### config.mk
export PLATFORM = sky130hd
export DESIGN_NAME = pulse_width_meas
export DESIGN_NICKNAME = d
export VERILOG_FILES = /design/src/rtl/pulse_width_meas_pkg.sv /design/src/rtl/pulse_width_meas_sync_edge.sv /design/src/rtl/pulse_width_meas.sv
export SDC_FILE = /design/constraint.sdc
export NUM_CORES = 1
export LEC_CHECK = 0
export BUFFER_PORTS_ARGS = -buffer_cell sky130_fd_sc_hd__buf_2
export CAP_MARGIN = 40
export CELL_PAD_IN_SITES_DETAIL_PLACEMENT = 1
export CELL_PAD_IN_SITES_GLOBAL_PLACEMENT = 1
export CORE_MARGIN = 1
export CORE_UTILIZATION = 49
export DETAILED_ROUTE_END_ITERATION = 8
export PLACE_DENSITY_LB_ADDON = 0.15
export SYNTH_ARGS = -nofsm -noshare
export SYNTH_HDL_FRONTEND = slang
export SYNTH_SLANG_ARGS = --single-unit
### constraint.sdc
create_clock -name clk -period 5.5 [get_ports clk]
set_clock_uncertainty 0.05 [all_clocks]
set_input_delay 0 -clock clk [delete_from_list [all_inputs] [get_ports clk]]
set_output_delay 0 -clock clk [all_outputs]
set_load 0.01 [all_outputs]
### src/rtl/pulse_width_meas_pkg.sv
// rtl/pulse_width_meas_pkg.sv - shared constants and state encoding for the pulse timing blocks
//
// Purpose: constants shared by the pulse-width meter and the pulse-stretching
//          delay block, plus the meter's state encoding.
// Ports:   none (package).
package pulse_width_meas_pkg;

   localparam int unsigned DEF_N = 28;

   // One second at 50 MHz, and a short stand-in used for simulation builds.
   localparam logic [27:0] T_1S  = 28'h2FA_F080;
   localparam logic [27:0] T_SIM = 28'h000_0008;

   typedef enum logic [1:0] {
      M_IDLE = 2'd0,
      M_MEAS = 2'd1,
      M_HOLD = 2'd2
   } meas_state_e;

endpackage

### src/rtl/pulse_width_meas_sync_edge.sv
// rtl/pulse_width_meas_sync_edge.sv - two-flop synchronizer with rising-edge detect
//
// Purpose: brings an asynchronous level into the clk domain and flags its
//          low-to-high transitions.
// Ports:   clk   - system clock
//          n_rst - asynchronous active-low reset
//          din   - asynchronous input level
//          din_s - synchronized level (two flops)
//          rise  - one-cycle flag: din_s went from 0 to 1
module sync_edge
   import pulse_width_meas_pkg::*;
(
   input  logic clk,
   input  logic n_rst,
   input  logic din,
   output logic din_s,
   output logic rise
);

   logic       sync1_q;
   logic       sync2_q;
   logic       hist_q;
   logic [1:0] warm_q;
   logic       armed_q;

   // The flops clear to 0, so a level that is already high at reset release
   // would look like a fresh edge.  Edges are only honoured once din_s has
   // been seen low after the synchronizer has refilled (warm_q).
   always_ff @(posedge clk or negedge n_rst) begin
      if (!n_rst) begin
         sync1_q <= 1'b0;
         sync2_q <= 1'b0;
         hist_q  <= 1'b0;
         warm_q  <= 2'b00;
         armed_q <= 1'b0;
      end else begin
         sync1_q <= din;
         sync2_q <= sync1_q;
         hist_q  <= sync2_q;
         warm_q  <= {warm_q[0], 1'b1};
         if (warm_q[1] && !sync2_q) begin
            armed_q <= 1'b1;
         end
      end
   end

   assign din_s = sync2_q;
   assign rise  = armed_q & sync2_q & ~hist_q;

endmodule

### src/rtl/pulse_width_meas.sv
// rtl/pulse_width_meas.sv - measures high-pulse width of an asynchronous input in clk cycles
//
// Purpose: times each high pulse on din; pulses shorter than T_MIN are
//          discarded, long pulses saturate and set ovf.  Results are offered
//          with a valid/ack handshake and held until acknowledged.
// Ports:   clk   - system clock
//          n_rst - asynchronous active-low reset
//          din   - asynchronous pulse input
//          ack   - consumer acknowledge, used only while valid=1
//          width - measured width in cycles, stable while valid=1
//          valid - measurement available
//          ovf   - width saturated during this pulse
//          busy  - a pulse is being measured
//          drop  - one-cycle strobe: a rising edge arrived while a result was pending
module pulse_width_meas
   import pulse_width_meas_pkg::*;
#(
   parameter int unsigned    N     = DEF_N,
   parameter logic [N-1:0]   T_MIN = N'(4)
) (
   input  logic         clk,
   input  logic         n_rst,
   input  logic         din,
   input  logic         ack,
   output logic [N-1:0] width,
   output logic         valid,
   output logic         ovf,
   output logic         busy,
   output logic         drop
);

   localparam logic [N-1:0] ONE = N'(1);

   logic         din_s;
   logic         rise;

   meas_state_e  state_q;
   logic [N-1:0] count_q;
   logic [N-1:0] count_d;
   logic         ovf_r_q;
   logic [N-1:0] width_q;
   logic         valid_q;
   logic         ovf_q;
   logic         busy_q;
   logic         drop_q;

   sync_edge u_sync_edge (
      .clk   (clk),
      .n_rst (n_rst),
      .din   (din),
      .din_s (din_s),
      .rise  (rise)
   );

   // Saturating increment: an all-ones count holds rather than wrapping.
   assign count_d = (&count_q) ? count_q : count_q + ONE;

   always_ff @(posedge clk or negedge n_rst) begin
      if (!n_rst) begin
         state_q <= M_IDLE;
         count_q <= '0;
         ovf_r_q <= 1'b0;
         width_q <= '0;
         valid_q <= 1'b0;
         ovf_q   <= 1'b0;
         busy_q  <= 1'b0;
         drop_q  <= 1'b0;
      end else begin
         drop_q <= 1'b0;
         case (state_q)
            M_IDLE: begin
               if (rise) begin
                  state_q <= M_MEAS;
                  count_q <= ONE;
                  ovf_r_q <= 1'b0;
                  busy_q  <= 1'b1;
               end
            end
            M_MEAS: begin
               if (din_s) begin
                  count_q <= count_d;
                  if (&count_q) begin
                     ovf_r_q <= 1'b1;
                  end
               end else begin
                  busy_q <= 1'b0;
                  if (count_q >= T_MIN) begin
                     width_q <= count_q;
                     ovf_q   <= ovf_r_q;
                     valid_q <= 1'b1;
                     state_q <= M_HOLD;
                  end else begin
                     state_q <= M_IDLE;
                  end
               end
            end
            M_HOLD: begin
               // A pulse starting while the result is unconsumed is lost;
               // this holds even when ack arrives in the same cycle.
               if (rise) begin
                  drop_q <= 1'b1;
               end
               if (ack) begin
                  valid_q <= 1'b0;
                  state_q <= M_IDLE;
               end
            end
            default: begin
               state_q <= M_IDLE;
               count_q <= '0;
               ovf_r_q <= 1'b0;
               width_q <= '0;
               valid_q <= 1'b0;
               ovf_q   <= 1'b0;
               busy_q  <= 1'b0;
            end
         endcase
      end
   end

   assign width = width_q;
   assign valid = valid_q;
   assign ovf   = ovf_q;
   assign busy  = busy_q;
   assign drop  = drop_q;

endmodule

==> results.ini, run 1 <==
[outcome]
status = finished, final reports clean

[place]
place.gp.congestion = 0.8269
port_buffers = 35
place_inst = 430
dpl.hpwl_um = 6447

[detailed_routing]
via_per_inst = 6.506
wl_per_cell_um = 20.45
ant_nets = 0
drt_wl_total_um = 9180
dr_total_vias = 2921
drc = 0
drt_iter0_drc = 154
first_pass_iters = 5

[yosys]
async_flop_share_pct = 100.0
syn_area_per_cell_um2 = 10.18
yosys_warnings = 0
synth_edf_count = 0
synth_nets = 338
synth.top_cells.by_area = dfrtp_1, o2bb2ai_1, a22oi_1
syn_area_um2 = 3381
ys_seq_elements = 69
yosysTopAreaCell = dfrtp_1
yosys.area.top_type_share_pct = 51.07
ys_seq_area_share_pct = 51.07
syn_inst = 332
synth_flop_cell = dfrtp_1
synthDistinctLibCells = 47

[cts]
clock_sinks = 69
cts_buffers = 9
h-tree-depth = 3
path_clk_slew_ps = 70
clk_latency_ps = 360
clock-root-buffer = clkbuf_8
cts_tree = built
cts_buffer_depth = 2

[final_layout]
final_nets = 373
fin_cells = 449
drive_above_1_share_pct = 19.35
fillers = 724
register_area_um2 = 1727
multi_input_area_um2 = 1544
layout_common_cells = dfrtp_1, buf_2, a22oi_1, o2bb2ai_1, nand2_1
final_common_cell = dfrtp_1
antenna-diode-count = 0
syn_to_final_growth_pct = 14.66

[die]
num_rows = 29
die_y_um = 85.07
die_width_um = 85.07
initial_utilization_pct = 52.05
pin_count = 36
design.die.area_um2 = 7236
core-area_um2 = 6495

[grt]
antenna_found_initial = 0
grt-ovfl-total = 0
grt_pass1_wl_um = 15510
grt_pass1_vias = 2989
grt_max_degree = 45
grt_usage_pct = 28.17

[worst_setup_path]
endpoint_kind = flop
r2r_slack_ps = 3000
cp.arrival_ps = 2730
worstSetupPathType = reg2reg
reg2reg_depth = 6
worstPathRequired_ps = 5730
startpoint_type = flop
crit_fanout = 15

[timing]
tns_ps = 0
fin_crit_sh_pct = 45.45
tightest_slew_ps = 770.0
final_hold_viol_count = 0
max_slew_margin_pct = 48.66
rsz0062_at_grt = no
min_period_ps = 2500
clock.fmax_mhz = 400.0
slew_viol_final = 0
setup_viol = 0

[job]
max_cap_viol_count = 0

[power]
vdd_drop_max_v = 0.0001429
powerDensity_nw_per_um2 = 294.6
leakage_nw = 1.644

[worst_hold_path]
min_path_type = in2async

## what timing repair did
action	4_1_cts	5_1_grt
setup buffers	0	0
resized for setup	0	0
hold endpoints to repair	72	0
hold buffers	3	0
## power breakdown
part / total (mW) / internal, mW / switching, mW
clock: 0.387 / 0.187 / 0.200
combinational: 0.192 / 0.0611 / 0.131
sequential: 0.564 / 0.534 / 0.0294
## layout make-up
| cell class | count | area share [%] |
|---|---|---|
| sequential | 69 | 44.54 |
| multi-input combinational | 234 | 39.83 |
| timing repair buffer | 45 | 7.553 |
| clock buffer | 11 | 3.906 |
| tap | 77 | 2.485 |
| clock inverter | 5 | 0.9038 |
| inverter | 8 | 0.7747 |
## registers in the layout, summed over array words and instances (netlist names)
name / flops
count_q: 28
width: 28
state_q: 2
u_sync_edge.warm_q: 2
busy: 1
drop: 1
ovf: 1
ovf_r_q: 1
u_sync_edge.armed_q: 1
u_sync_edge.din_s: 1
u_sync_edge.hist_q: 1
u_sync_edge.sync1_q: 1
valid: 1
## synth_stat cells (2+ instances only)
cell type and n:
a21oi_1 22, a22oi_1 29, a31o_2 2, a31oi_1 2, and3_1 2, buf_2 4, clkbuf_1 17, dfrtp_1 69
ha_1 2, inv_1 8, mux2i_1 2, nand2_1 26, nand2b_1 3, nand3_1 12, nand4_1 7, nor2_1 12
nor3_1 3, nor4_1 8, o21a_1 2, o21ai_0 13, o221ai_1 2, o2bb2ai_1 29, o31ai_1 12, or3_1 9
or3_2 2, or4_1 12
## critical path: stages (launching register included)
cell and delay [ps]:
dfrtp_1 460, nor4_1 440, nand3_1 220, o21ai_2 650, buf_4 340, a22oi_1 110
o2bb2ai_1 150
## stage by stage
stage / setup slack [ps] / power (mW) / utilization (%) / hold slack (ps) / instance area [um^2]
floorplan: 3509 / 0.6867 / - / -345.6 / 3381
global placement: 3065 / 0.7458 / 55.46 / 57.77 / 3602
detailed placement: 3000 / 0.7635 / 56.35 / -30.92 / 3660
CTS: 2997 / 1.154 / 59.68 / 119.9 / 3876
global route: 2841 / 1.194 / 59.68 / 158.2 / 3876
finish: 3000 / 1.142 / 59.68 / 111.4 / 3876
## logic make-up after synthesis
family	share of synthesized area, %
compound gates	25.80
xor+xnor	0.2591
fa+ha+maj	0.7401
buf+inv	3.368
flops	51.07
mux	0.5922
other cells	0.1109
simple gates	18.06
## layer usage
| layer | wire length (um) | vias up | track usage (%) |
|---|---|---|---|
| li1 | - | 1357 | - |
| met1 | 4174 | 1488 | 36.90 |
| met2 | 4512 | 58 | 46.26 |
| met3 | 330 | 18 | 7.296 |
| met4 | 162 | 0 | 8.320 |
| met5 | 0 | - | 0 |
## final timing paths
| check | start | end |
|---|---|---|
| max | count_q[13] | width[26] |
| min | n_rst | width[20] |
| max reg2reg | count_q[13] | width[26] |
| min reg2reg | u_sync_edge.sync1_q | u_sync_edge.din_s |
| max in group asynchronous | n_rst | count_q[11] |
| min in group clk | din | u_sync_edge.sync1_q |
(Power assumes the default switching activity.)
==> run 2: changes to the inputs <==
CORE_UTILIZATION = 46   (was 49)
clock period = 2.32 ns   (was 5.5 ns; I/O delays follow)
==> run 2 against run 1 <==
Compared with the run above:
- combinational power rose by 150%
- total power rose by 140%
- core utilization fell by 2.9 points
- routed wire length rose by 0.51%
- via count rose by 1.4%
- maximum frequency rose by 15%
- flip-flop and latch count did not move
- clock power rose by 150%
- cell count rose by 5.3%
- setup slack got worse by 2800 ps
- design area rose by 1.7%
- highest routed layer unchanged
==> results.ini, run 2 (same netlist as run 1, synthesis figures left out) <==
[power]
vdd_drop_max_v = 0.0004459  ; +210%
powerDensity_nw_per_um2 = 703.3  ; +140%
leakage_nw = 1.676  ; +2.0%

[outcome]
status = finished, final reports clean

[cts]
cts_buffer_depth = 2  ; unchanged
clock_sinks = 69  ; unchanged
clk_latency_ps = 350  ; about the same
cts_buffers = 9  ; unchanged
path_clk_slew_ps = 80  ; about the same
clock-root-buffer = clkbuf_8
cts_tree = built
h-tree-depth = 3  ; unchanged

[worst_setup_path]
crit_fanout = 16  ; +1
startpoint_type = flop
worstPathRequired_ps = 2540  ; -3190 ps
cp.arrival_ps = 2390  ; -340 ps
worstSetupPathType = reg2reg
endpoint_kind = flop

[timing]
clock.fmax_mhz = 461.9  ; +15%
slew_viol_final = 0  ; unchanged
setup_viol = 0  ; unchanged
max_slew_margin_pct = 56.16  ; +7.5 points
final_hold_viol_count = 0  ; unchanged
fin_crit_sh_pct = 93.33  ; +48 points
tightest_slew_ps = 657.5  ; -112.5 ps
tns_ps = 0  ; unchanged
min_period_ps = 2165  ; -334.8 ps
layout_setup_ws_ps = 154.9  ; -2845 ps
rsz0062_at_grt = no

[die]
core-area_um2 = 6944  ; +6.9%
num_rows = 30  ; +3.4%
die_y_um = 87.73  ; +3.1%
design.die.area_um2 = 7697  ; +6.4%
initial_utilization_pct = 48.68  ; -3.4 points
die_width_um = 87.73  ; +3.1%
pin_count = 36  ; unchanged

[detailed_routing]
via_per_inst = 6.260  ; -3.8%
drt_wl_total_um = 9227  ; +0.51%
ant_nets = 0  ; unchanged
wl_per_cell_um = 19.51  ; -4.6%
first_pass_iters = 4  ; -1
dr_total_vias = 2961  ; +1.4%
drt_iter0_drc = 100  ; -35%
drc = 0  ; unchanged

[grt]
grt_max_degree = 42  ; -6.7%
antenna_found_initial = 0  ; unchanged
grt_pass1_vias = 2960  ; -0.97%
grt_usage_pct = 26.69  ; -1.5 points
grt-ovfl-total = 0  ; unchanged
grt_pass1_wl_um = 15460  ; -0.35%

[final_layout]
final_common_cell = dfrtp_1
antenna-diode-count = 0  ; unchanged
fillers = 807  ; +11%
drive_above_1_share_pct = 20.69  ; +1.3 points
finalInstanceArea_um2 = 3944  ; +1.7%
final_nets = 378  ; +1.3%
syn_to_final_growth_pct = 16.65
layout_common_cells = dfrtp_1, buf_2, a22oi_1, o2bb2ai_1, nand2_1

[worst_hold_path]
min_path_type = in2async

[place]
port_buffers = 35  ; unchanged
placement.cell_area_um2 = 3711  ; +1.4%
dp_slack_ps = 127.8  ; -2872 ps
dpl.hpwl_um = 6335  ; -1.7%
place.gp.congestion = 0.8581  ; +3.8%

[job]
max_cap_viol_count = 0  ; unchanged

## run 2: cell count changes in the layout (fill, tap and decap cells not counted), moves of 2 or more
cell and change:
buf_8 -2, buf_12 +2, clkinvlp_4 -2, clkbuf_8 -2, buf_4 +6
## run 2: worst paths after layout
check                               endpoint  depth (start not counted)  slack [ps]           startpoint
max                               count_q[5]                          5         150           count_q[5]
min                                     busy                          2         190                n_rst
max reg2reg                       count_q[5]                          5         150           count_q[5]
min reg2reg                u_sync_edge.din_s                          0         310  u_sync_edge.sync1_q
max in group asynchronous           width[8]                          3        1380                n_rst
min in group clk           u_sync_edge.din_s                          0         310  u_sync_edge.sync1_q
## run 2: critical path, cell delays in order (launching register included)
cell and delay (ps):
dfrtp_1 470, and3_2 270, and4_2 260, a31o_2 350, or4_1 510, a21oi_1 180
## run 2: where the power goes
group	internal [mW]	switching, mW
combinational	0.156	0.320
sequential	1.27	0.0691
clock	0.494	0.468
## run 2: through the flow
stage / total power, mW / cells / util [%] / hold slack [ps]
2_1_floorplan: 1.628 / 332 / - / -345.6
3_3_place_gp: 1.799 / 454 / 53.44 / 33.31
3_5_place_dp: 1.822 / 454 / 53.44 / 13.37
4_1_cts: 2.790 / 473 / 56.63 / 177.8
5_1_grt: 2.899 / 473 / 56.79 / 249.4
6_report: 2.774 / 473 / 56.79 / 185.0
## run 2: timing repair
item	CTS	global route
setup endpoints to repair	0	1
buffers inserted	0	0
gates resized for setup	0	2
endpoints found under the hold margin	31	0
hold buffers	3	0
## run 2: cell type report
cell class / count / area, um^2 / area share [%]
Timing Repair Buffer: 50 / 320.3 / 8.122
Tap cell: 96 / 120.1 / 3.046
Inverter: 8 / 30.03 / 0.7614
Multi-Input combinational cell: 234 / 1555 / 39.44
Clock buffer: 10 / 127.6 / 3.236
Sequential cell: 69 / 1727 / 43.78
Clock inverter: 6 / 63.81 / 1.618
## run 2: metal layers
layer  routed length [um]  global-route usage, %  vias up
met3                  298                  4.430        9
li1                     -                      -     1376
met4                  111                  8.793        0
met1                 4342                  36.86     1518
met2                 4475                  42.85       58
met5                    0                      0        -
==> run 3: changes to the inputs <==
SKIP_CTS_REPAIR_TIMING = 1   (was default)
SYNTH_HIERARCHICAL = 1   (was default)
==> run 3 against run 2 <==
Compared with the run above:
- clock power grew 4%
- register-to-register slack about the same
- sequential power hardly changed
- highest routed layer unchanged
==> results.ini, run 3 <==
[outcome]
status = finished, final reports clean

[timing]
fin_crit_sh_pct = 93.45  ; +0.12 points
clock.fmax_mhz = 461.3  ; -0.13%
setup_viol = 0  ; unchanged
tightest_slew_ps = 681.1  ; +23.54 ps
max_slew_margin_pct = 54.60  ; -1.6 points
min_period_ps = 2168  ; +2.854 ps
final_hold_viol_count = 0  ; unchanged
slew_viol_final = 0  ; unchanged

[yosys]
synth_nets = 351  ; +3.8%
synthDistinctLibCells = 44  ; -6.4%
synth.top_cells.by_area = dfrtp_1, o2bb2ai_1, a22oi_1
synthMuxAreaShare_pct = 0.2908  ; -0.30 points
synth_flop_cell = dfrtp_1
syn_inst = 345  ; +3.9%
synth_top_family_by_area = compound AO/OA/AOI/OAI gates
synthXorXnorAreaFrac_pct = 0.2545  ; -0.0046 points
yosysTopAreaCell = dfrtp_1
async_flop_share_pct = 100.0  ; unchanged
synth_most_common_cell = dfrtp_1
yosys_warnings = 6  ; +6
syn_area_per_cell_um2 = 9.977  ; -2.0%
ys_seq_area_share_pct = 50.16  ; -0.91 points
synth_edf_count = 0  ; unchanged
syn_area_um2 = 3442  ; +1.8%
synth_fa_ha_area_share_pct = 0.7270  ; -0.013 points
ys_seq_elements = 69  ; unchanged
yosys.area.top_type_share_pct = 50.16  ; -0.91 points
synth-simple-area-share_pct = 19.19  ; +1.1 points
synth_compound_area_share_pct = 25.70  ; -0.096 points
synthTopCellsByCount = dfrtp_1, a22oi_1, o2bb2ai_1, a21oi_1, nand2_1

[detailed_routing]
drt_iter0_drc = 126  ; +26%
drc = 0  ; unchanged
via_per_inst = 6.226  ; -0.54%
first_pass_iters = 4  ; unchanged
dr_total_vias = 3169  ; +7.0%
ant_nets = 0  ; unchanged
wl_per_cell_um = 20.03  ; +2.7%
drt_wl_total_um = 10200  ; +10%

[final_layout]
final_nets = 411  ; +8.7%
final_common_cell = dfrtp_1
syn_to_final_growth_pct = 20.97
fillers = 849  ; +5.2%
layout_common_cells = dfrtp_1, buf_2, buf_4, a22oi_1, o2bb2ai_1
antenna-diode-count = 0  ; unchanged
finalInstanceArea_um2 = 4164  ; +5.6%
fin_cells = 509  ; +7.6%
register_area_um2 = 1730  ; +0.22%
drive_above_1_share_pct = 23.90  ; +3.2 points
multi_input_area_um2 = 1614  ; +3.8%

[die]
design.die.area_um2 = 7832  ; +1.8%
num_rows = 31  ; +3.3%
initial_utilization_pct = 47.46  ; -1.2 points
core-area_um2 = 7253  ; +4.5%
pin_count = 36  ; unchanged
die_y_um = 88.50  ; +0.88%
die_width_um = 88.50  ; +0.88%

[worst_setup_path]
worstSetupPathType = reg2reg
startpoint_type = flop
crit_fanout = 8  ; -8
cp.arrival_ps = 2410  ; +20 ps
r2r-start = count_q[6]
worstPathRequired_ps = 2560  ; +20 ps
reg2reg_depth = 5  ; unchanged
r2r_slack_ps = 150  ; about the same
endpoint_kind = flop
rr_endpoint = count_q[24]

[place]
placement.cell_area_um2 = 3929  ; +5.9%
port_buffers = 35  ; unchanged
place_inst = 490  ; +7.9%
place.gp.congestion = 0.9231  ; +7.6%
dpl.hpwl_um = 7100  ; +12%

[cts]
h-tree-depth = 3  ; unchanged
clock-root-buffer = clkbuf_8
clock_sinks = 69  ; unchanged
cts_tree = built
clk_latency_ps = 370  ; +20 ps
path_clk_slew_ps = 80  ; about the same
cts_buffer_depth = 2  ; unchanged
cts_buffers = 9  ; unchanged

[worst_hold_path]
min_path_type = in2async

[grt]
grt_pass1_wl_um = 16460  ; +6.5%
grt_max_degree = 31  ; -26%
grt_usage_pct = 28.27  ; +1.6 points
antenna_found_initial = 0  ; unchanged
grt-ovfl-total = 0  ; unchanged
grt_pass1_vias = 3199  ; +8.1%

[power]
p_seq_share_pct = 45.2  ; -2.9 points
powerDensity_nw_per_um2 = 713.6  ; +1.5%
leakage_nw = 1.746  ; +4.2%
power.switching_uw = 954.2  ; +11%
p_clk_share_pct = 33.8  ; -0.9 points
switching_share_pct = 32.11  ; +1.2 points
comb_power_share_pct = 21.0  ; +3.9 points
p_int_mw = 2.017  ; +5.3%
vdd_drop_max_v = 0.0003761  ; -16%

[job]
max_cap_viol_count = 0  ; unchanged

run 3: cell families after synthesis:
family | count (synthesis)
AO/OA/AOI/OAI | 126
AND/OR/NAND/NOR | 116
flip-flops | 69
buffers and inverters | 29
adder cells (fa/ha/maj) | 2
other | 1
XOR/XNOR | 1
multiplexers | 1
run 3: through the flow:
step                setup WS [ps]  total power [mW]  setup TNS [ps]  hold slack [ps]  utilization, %
floorplan                   256.7             1.702               0           -345.6               -
global placement           -99.12             1.943          -930.8            27.62           53.79
detailed placement          67.46             1.981               0            30.27           54.17
CTS                        -17.87             2.979          -17.87           -364.9           56.82
global route               -17.05             3.092          -17.05            238.4           57.41
finish                      152.0             2.972               0            143.9           57.41
run 3: cell type report:
| class | count | area share, % |
|---|---|---|
| Clock buffer | 12 | 3.486 |
| Tap cell | 99 | 2.975 |
| Timing Repair Buffer | 72 | 11.54 |
| Clock inverter | 4 | 1.142 |
| Inverter | 6 | 0.5409 |
| Multi-Input combinational cell | 247 | 38.76 |
| Sequential cell | 69 | 41.56 |
run 3: critical path, cell delays in order (launching register included):
cell     delay (ps)
dfrtp_1         500
nand3_2         180
or2_4           310
or3_1           410
or4_1           480
a21oi_1         160
run 3: worst max path at each step:
| stage | to | depth (start not counted) | slack [ps] | from |
|---|---|---|---|---|
| 3_5_place_dp | count_q[15] | 8 | 70 | u_sync_edge/din_s |
| 5_1_grt | count_q[15] | 8 | -20 | u_sync_edge/din_s |
| 6_report | count_q[24] | 5 | 150 | count_q[6] |
| 4_1_cts | count_q[15] | 8 | -20 | u_sync_edge/din_s |
| 3_3_place_gp | width[24] | 5 | -100 | count_q[2] |
| 2_1_floorplan | count_q[27] | 7 | 260 | u_sync_edge/din_s |
run 3: power groups by stage:
stage | sequential (mW) | clock, mW | combinational [mW]
final | 1.34 | 1.00 | 0.623
after global routing | 1.36 | 1.05 | 0.681
after CTS | 1.34 | 1.01 | 0.622
after detailed placement | 1.36 | 0 | 0.616
after global placement | 1.36 | 0 | 0.584
after floorplan | 1.38 | 0 | 0.319
run 3: per-layer routing:
| layer | global-route usage [%] | vias up | part of all wire (%) |
|---|---|---|---|
| met5 | 0 | - | 0 |
| met4 | 13.05 | 0 | 2.2 |
| met3 | 3.265 | 20 | 3.0 |
| met2 | 49.23 | 63 | 52 |
| met1 | 35.16 | 1624 | 43 |
| li1 | - | 1462 | - |
